[src/rtl/button_conditioner_if.sv]
// Pin-side bundle of the button conditioner: raw button levels in,
// debounced levels and enable pulses out.
interface button_conditioner_if #(
    parameter int N_BTN = 6
);
    logic [N_BTN-1:0] PB_in;
    logic [N_BTN-1:0] DPB;
    logic [N_BTN-1:0] SCEN;
    logic [N_BTN-1:0] MCEN;

    // The button side drives raw levels; the conditioner drives levels and pulses.
    modport master (output PB_in, input DPB, SCEN, MCEN);
    modport slave  (input PB_in, output DPB, SCEN, MCEN);
endinterface

[src/rtl/button_conditioner.sv]
// Per-button synchronizer, debounce FSM, single-press pulse (SCEN) and
// auto-repeat pulse train (MCEN) for the memory-game push-buttons.
module button_conditioner #(
    parameter int N_BTN      = 6,
    parameter int DB_CNT     = 1000000,
    parameter int HOLD_CNT   = 50000000,
    parameter int REPEAT_CNT = 10000000,
    parameter int CNT_W      = 27
) (
    input  logic                 Clk,
    input  logic                 Reset,
    button_conditioner_if.slave  btn,
    output logic [3*N_BTN-1:0]   state_dbg
);

    typedef enum logic [2:0] {
        IDLE       = 3'd0,
        PRESS_DB   = 3'd1,
        PULSE      = 3'd2,
        HELD       = 3'd3,
        REPEAT     = 3'd4,
        RELEASE_DB = 3'd5
    } state_t;

    localparam logic [CNT_W-1:0] DB_LAST   = CNT_W'(DB_CNT - 1);
    localparam logic [CNT_W-1:0] HOLD_LAST = CNT_W'(HOLD_CNT - 1);
    localparam logic [CNT_W-1:0] REP_LAST  = CNT_W'(REPEAT_CNT - 1);

    logic [N_BTN-1:0] dpb_v;
    logic [N_BTN-1:0] scen_v;
    logic [N_BTN-1:0] mcen_v;

    for (genvar i = 0; i < N_BTN; i++) begin : g_btn
        logic             s1, s2;
        state_t           state_q, state_d;
        logic [CNT_W-1:0] cnt_q, cnt_d;
        logic             rep_d, scen_d, mcen_d, dpb_d;
        logic             dpb_q, scen_q, mcen_q;

        always_ff @(posedge Clk or posedge Reset) begin
            if (Reset) begin
                s1      <= 1'b0;
                s2      <= 1'b0;
                state_q <= IDLE;
                cnt_q   <= '0;
                dpb_q   <= 1'b0;
                scen_q  <= 1'b0;
                mcen_q  <= 1'b0;
            end else begin
                s1      <= btn.PB_in[i];
                s2      <= s1;
                state_q <= state_d;
                cnt_q   <= cnt_d;
                dpb_q   <= dpb_d;
                scen_q  <= scen_d;
                mcen_q  <= mcen_d;
            end
        end

        // A low sample always wins over an expiring hold/repeat count.
        always_comb begin
            state_d = state_q;
            cnt_d   = cnt_q + CNT_W'(1);
            rep_d   = 1'b0;
            case (state_q)
                IDLE: begin
                    cnt_d = '0;
                    if (s2) state_d = PRESS_DB;
                end
                PRESS_DB: begin
                    if (!s2) begin
                        state_d = IDLE;
                        cnt_d   = '0;
                    end else if (cnt_q == DB_LAST) begin
                        state_d = PULSE;
                        cnt_d   = '0;
                    end
                end
                PULSE: begin
                    state_d = HELD;
                    cnt_d   = '0;
                end
                HELD: begin
                    if (!s2) begin
                        state_d = RELEASE_DB;
                        cnt_d   = '0;
                    end else if (cnt_q == HOLD_LAST) begin
                        state_d = REPEAT;
                        cnt_d   = '0;
                        rep_d   = 1'b1;
                    end
                end
                REPEAT: begin
                    if (!s2) begin
                        state_d = RELEASE_DB;
                        cnt_d   = '0;
                    end else if (cnt_q == REP_LAST) begin
                        cnt_d = '0;
                        rep_d = 1'b1;
                    end
                end
                RELEASE_DB: begin
                    if (s2) begin
                        state_d = HELD;
                        cnt_d   = '0;
                    end else if (cnt_q == DB_LAST) begin
                        state_d = IDLE;
                        cnt_d   = '0;
                    end
                end
                default: begin
                    state_d = IDLE;
                    cnt_d   = '0;
                end
            endcase
        end

        assign scen_d = (state_d == PULSE);
        assign mcen_d = scen_d | rep_d;
        assign dpb_d  = (state_d != IDLE) && (state_d != PRESS_DB);

        assign dpb_v[i]              = dpb_q;
        assign scen_v[i]             = scen_q;
        assign mcen_v[i]             = mcen_q;
        assign state_dbg[3*i +: 3]   = state_q;
    end

    assign btn.DPB  = dpb_v;
    assign btn.SCEN = scen_v;
    assign btn.MCEN = mcen_v;

endmodule

[src/flat_wrapper.sv]
// flat-port wrapper written by rule: the top's interface ports become plain ports
module button_conditioner_flat 
#(
    parameter int N_BTN      = 6,
    parameter int DB_CNT     = 1000000,
    parameter int HOLD_CNT   = 50000000,
    parameter int REPEAT_CNT = 10000000,
    parameter int CNT_W      = 27
)
  (Clk, Reset, state_dbg, btn_PB_in, btn_DPB, btn_SCEN, btn_MCEN);
  button_conditioner_if #(.N_BTN(N_BTN)) btn_i ();
  input  logic Clk;
  input  logic Reset;
  output logic [3*N_BTN-1:0] state_dbg;
  input wire logic [$bits(btn_i.PB_in)-1:0] btn_PB_in;
  output wire logic [$bits(btn_i.DPB)-1:0] btn_DPB;
  output wire logic [$bits(btn_i.SCEN)-1:0] btn_SCEN;
  output wire logic [$bits(btn_i.MCEN)-1:0] btn_MCEN;
  assign btn_i.PB_in = btn_PB_in;
  assign btn_DPB = btn_i.DPB;
  assign btn_SCEN = btn_i.SCEN;
  assign btn_MCEN = btn_i.MCEN;
  button_conditioner #(.N_BTN(N_BTN), .DB_CNT(DB_CNT), .HOLD_CNT(HOLD_CNT), .REPEAT_CNT(REPEAT_CNT), .CNT_W(CNT_W)) u_core (.Clk(Clk), .Reset(Reset), .btn(btn_i), .state_dbg(state_dbg));
endmodule
[config.mk]
export PLATFORM = sky130hd
export DESIGN_NAME = button_conditioner_flat
export DESIGN_NICKNAME = d
export VERILOG_FILES = /design/src/rtl/button_conditioner_if.sv /design/src/rtl/button_conditioner.sv /design/src/flat_wrapper.sv
export SDC_FILE = /design/constraint.sdc
export NUM_CORES = 1
export LEC_CHECK = 0
export CORE_UTILIZATION = 40
export DETAILED_ROUTE_END_ITERATION = 16
export DONT_BUFFER_PORTS = 1
export GPL_TIMING_DRIVEN = 0
export PLACE_DENSITY_LB_ADDON = 0.3
export SLEW_MARGIN = 40
export SYNTH_ARGS = -nofsm -noshare
export SYNTH_HDL_FRONTEND = slang
export SYNTH_SLANG_ARGS = --single-unit
export TNS_END_PERCENT = 1
[constraint.sdc]
create_clock -name Clk -period 19.68 [get_ports Clk]
set_input_delay 3.936 -clock Clk [delete_from_list [all_inputs] [get_ports Clk]]
set_output_delay 3.936 -clock Clk [all_outputs]
set_load 0.05 [all_outputs]
# Word level (Yosys, flattened, before mapping)
# Index checks and enable logic that the tools add are counted.
[totals] regBits=210 output_inout_bits=36 word_cells=264
[op_classes] n_addsub=6 n_mux=132 n_eq_ne=60 reduce_logical=18 bitwise=6
[op_table] operator="$mux 27" n=42
[op_table] operator="$pmux 27 s4" n=6
[op_table] operator="$add 27x1->27 const B" n=6
[op_table] operator="$eq 27x20->1 const B" n=6
[op_table] operator="$eq 27x24->1 const B" n=6
[op_table] operator="$eq 27x26->1 const B" n=6
[op_table] operator="$mux 3" n=48
[op_table] operator="$pmux 3 s6" n=6
[op_table] operator="$eq 3x2->1 const B" n=18
[op_table] operator="$eq 3x3->1 const B" n=12
[op_table] operator="$mux 1" n=24
[op_table] operator="$eq 3x1->1 const B" n=6
[op_table] operator="$logic_not 3->1" n=6
[op_table] operator="$ne 3x1->1 const B" n=6
[op_table] operator="$reduce_bool 3->1" n=6
[op_table] operator="$pmux 1 s2" n=6
[op_table] operator="$logic_and 1x1->1" n=6
[op_table] operator="$or 1x1->1" n=6

# Longest topological paths before layout
[depth] ltp_word=6 mapped_depth=9

# Worst setup path after synthesis
# OpenSTA, ideal clock, no wires.
[synth_path] path_kind="reg-to-output" start="reg u_core.g_btn[1].state_q[0]" end="out state_dbg[3]" n_path_buf=0 slack_ps=15062 path_stages_with_launch=1 t_required_ps=15744 t_arrival_ps=682 path_cell_list="dfrtp_1"
[synth_rtl] element="start: declaration" line="button_conditioner.sv:35" rtl="state_t state_q, state_d;"
[synth_rtl] element="start signal: assignment" line="button_conditioner.sv:52" rtl="state_q <= state_d;"
[synth_rtl] element="end: declaration" line="flat_wrapper.sv:14" rtl="output logic [3*N_BTN-1:0] state_dbg;"
# No word-level cell between the ends.

# Worst setup path after layout
[layout_path] start="reg u_core.g_btn[4].state_q[1]" end="out state_dbg[13]"
[layout_rtl] element="start: declaration" line="button_conditioner.sv:35"
[layout_rtl] element="start signal: assignment" line="button_conditioner.sv:52"
# No word-level cell between the ends.

==> flow_metrics.tcl <==
set metrics [dict create \
    peakVddDrop_v 0.0000618 \
    hold_viol_final 0 \
    status "complete, no violations" \
    cts_tree "yes" \
    dieArea_um2 29800 \
    synth-xor-area-share 0.114 \
    path_class "reg -> out" \
    maxCapViolations 0 \
    synth_warnings 0 \
    post-route-util 0.461 \
    avgRoutedWirePerCell_um 15.0 \
    cts_max_level 1 \
    fin_crit_sh 0.265 \
    antenna_found_initial 0 \
    grt_pass1_wl_um 43200 \
    regArea_um2 5260 \
    syn_inst 1203 \
    ys_types 82 \
    synth.most_common_cell "dfrtp_1" \
    drive_above_1_share 0.106 \
    dr.pass1.iters 5 \
    cts_setup_buffers 0 \
    multi_input_comb_area_um2 5880 \
    ant_nets 0 \
    synth_commonest_cells "dfrtp_1, a21oi_1, nor2_1" \
    io_pins 44 \
    p_per_area_nw_per_um2 76.1 \
    hold_buffers 0 \
    initial_core_util 0.406 \
    core_area_um2 28600 \
    drc 0 \
    required_ns 15.74 \
    grt_use_total 0.167 \
    hold_path_class "reg -> reg" \
    slew-limit-headroom 0.520 \
    rsz0062_at_grt "no" \
    synth_adder_area_share 0.00904 \
    fin_cells 1636 \
    path_clk_slew_ns 0.06 \
    wl_um 24600 \
    seq_area_frac_synth 0.452 \
    drtIter0Drc 591 \
    synth_top_family_by_area "simple AND/OR/NAND/NOR gates" \
    synth_top_flop_cell "dfrtp_1" \
    async_flop_share 1.00 \
    vias 9109 \
    n_antenna_cell 0 \
    max_freq_mhz 191 \
    leakagePower_nw 5.03 \
    syn_to_final_growth_pct 13.4 \
    gp_congestion 0.839 \
    synth_area_per_cell_um2 9.67 \
    drv_slew 0 \
    synth_top_area_share 0.452 \
    grt_max_degree 79 \
    startpoint "u_core.g_btn[4].state_q[1]" \
    period_minus_slack_ns 5.22 \
    finalSetupViolCount 0 \
    cts_made_buffers 25 \
    cp-end-kind "primary output" \
    synth-seq-cells 210 \
    hp-start "u_core.g_btn[0].s1" \
    synth_edf_count 0 \
    yosys.area.top_type "dfrtp_1" \
    clock_sinks 210 \
    synthesis.nets 1217 \
    synthTopCellsByArea "dfrtp_1, xnor2_1, xor2_1" \
    cp-start-kind "flop" \
    tns_ns 0 \
    io_buffers 0 \
    cts_resized 0 \
    clk_latency_ns 0.52 \
    r2r-start "u_core.g_btn[5].cnt_q[0]" \
    filler_cell_count 2700 \
    fp-row-count 62 \
    synth_mux_area_frac 0.00430 \
    yosys.area_share.simple 0.277 \
    vias_per_cell 5.57 \
    dp_cells 1590 \
    worst_pin_slew_ns 0.714 \
    arrival_ns 1.29 \
    cts.path.max_buffers 3 \
    final_net_count 1247 \
    crit_fanout 7 \
    synth_compound_area_frac 0.0997 \
    die_w_um 173 \
    skew_ns 0.0155 \
    syn-cell-area_um2 11600 \
    die_y_um 173 \
    place_hpwl_um 16700 \
    grt_pass1_vias 8852 \
    cts-root-buf "clkbuf_16" \
    overflow 0 \
]
==> final cells by class <==
type	instances	share of cell area
repair buffers	3	0.00626
well taps	384	0.0364
flip-flops and latches	210	0.398
inverters	28	0.00854
clock buffers	32	0.0524
plain buffers	69	0.0309
multi-input cells	896	0.446
clock inverters	14	0.0213
==> power by group <==
| part | leakage [nW] | switching, mW | internal (mW) |
|---|---|---|---|
| Combinational | 1.66 | 0.0213 | 0.00776 |
| Clock | 0.479 | 0.181 | 0.354 |
| Sequential | 2.89 | 0.00482 | 0.435 |
| Total | 5.03 | 0.207 | 0.796 |
==> final timing paths <==
path,endpoint,cells after the start,slack [ns]
worst min-delay path,u_core.g_btn[0].s2,0,0.34
worst min register to register,u_core.g_btn[0].s2,0,0.34
worst max-delay path,state_dbg[13],0,14.46
min in group asynchronous,u_core.g_btn[2].scen_q,1,3.23
worst max register to register,u_core.g_btn[5].cnt_q[18],7,16.93
max in group asynchronous,u_core.g_btn[5].cnt_q[12],3,15.46
==> layout by cell type (no fill, tap or decap), types with 9 or more instances in the layout <==
cell type and instances:
buf_4 21, inv_1 27, clkbuf_1 35, nor4_1 29
a21oi_1 91, nor2_2 20, xnor2_1 86, nand4_1 52
xor2_1 66, and2_1 9, nand2b_1 14, nand3_1 73
dfrtp_1 210, nor2_1 88, nor3_1 71, clkbuf_16 25
o21ai_0 13, nor4b_1 10, nand2_1 60, and4_1 24
and3_1 29
==> metal layers <==
layer	wire, µm	GRT usage	up-vias
met5	0	0	-
met4	416	0.0454	0
met3	785	0.0222	35
met2	11200	0.266	155
met1	12200	0.239	4490
li1	-	-	4429
==> registers in the layout, indices dropped and copies added, names as in the netlist <==
| name | flops |
|---|---|
| u_core.g_btn.dpb_q | 6 |
| u_core.g_btn.mcen_q | 6 |
| u_core.g_btn.state_q | 18 |
| u_core.g_btn.s2 | 6 |
| u_core.g_btn.cnt_q | 162 |
| u_core.g_btn.scen_q | 6 |
| u_core.g_btn.s1 | 6 |
==> logic make-up after synthesis <==
family	Yosys count
AO/OA/AOI/OAI	173
multiplexers	5
XOR/XNOR	152
buffers and inverters	97
flip-flops	210
adder cells (fa/ha/maj)	9
AND/OR/NAND/NOR	557
==> metrics by stage <==
| stage | total power [mW] | cell area [µm²] | worst slack (ns) | hold WS [ns] |
|---|---|---|---|---|
| after floorplan | 0.468 | 11600 | 10.01 | 0.331 |
| after global placement | 0.475 | 12100 | 7.54 | 0.332 |
| after detailed placement | 0.477 | 12200 | 14.89 | 0.336 |
| after CTS | 1.02 | 13200 | 14.43 | 0.348 |
| after global routing | 1.04 | 13200 | 14.40 | 0.353 |
| final | 1.00 | 13200 | 14.46 | 0.344 |
(Power assumes the default switching activity.)
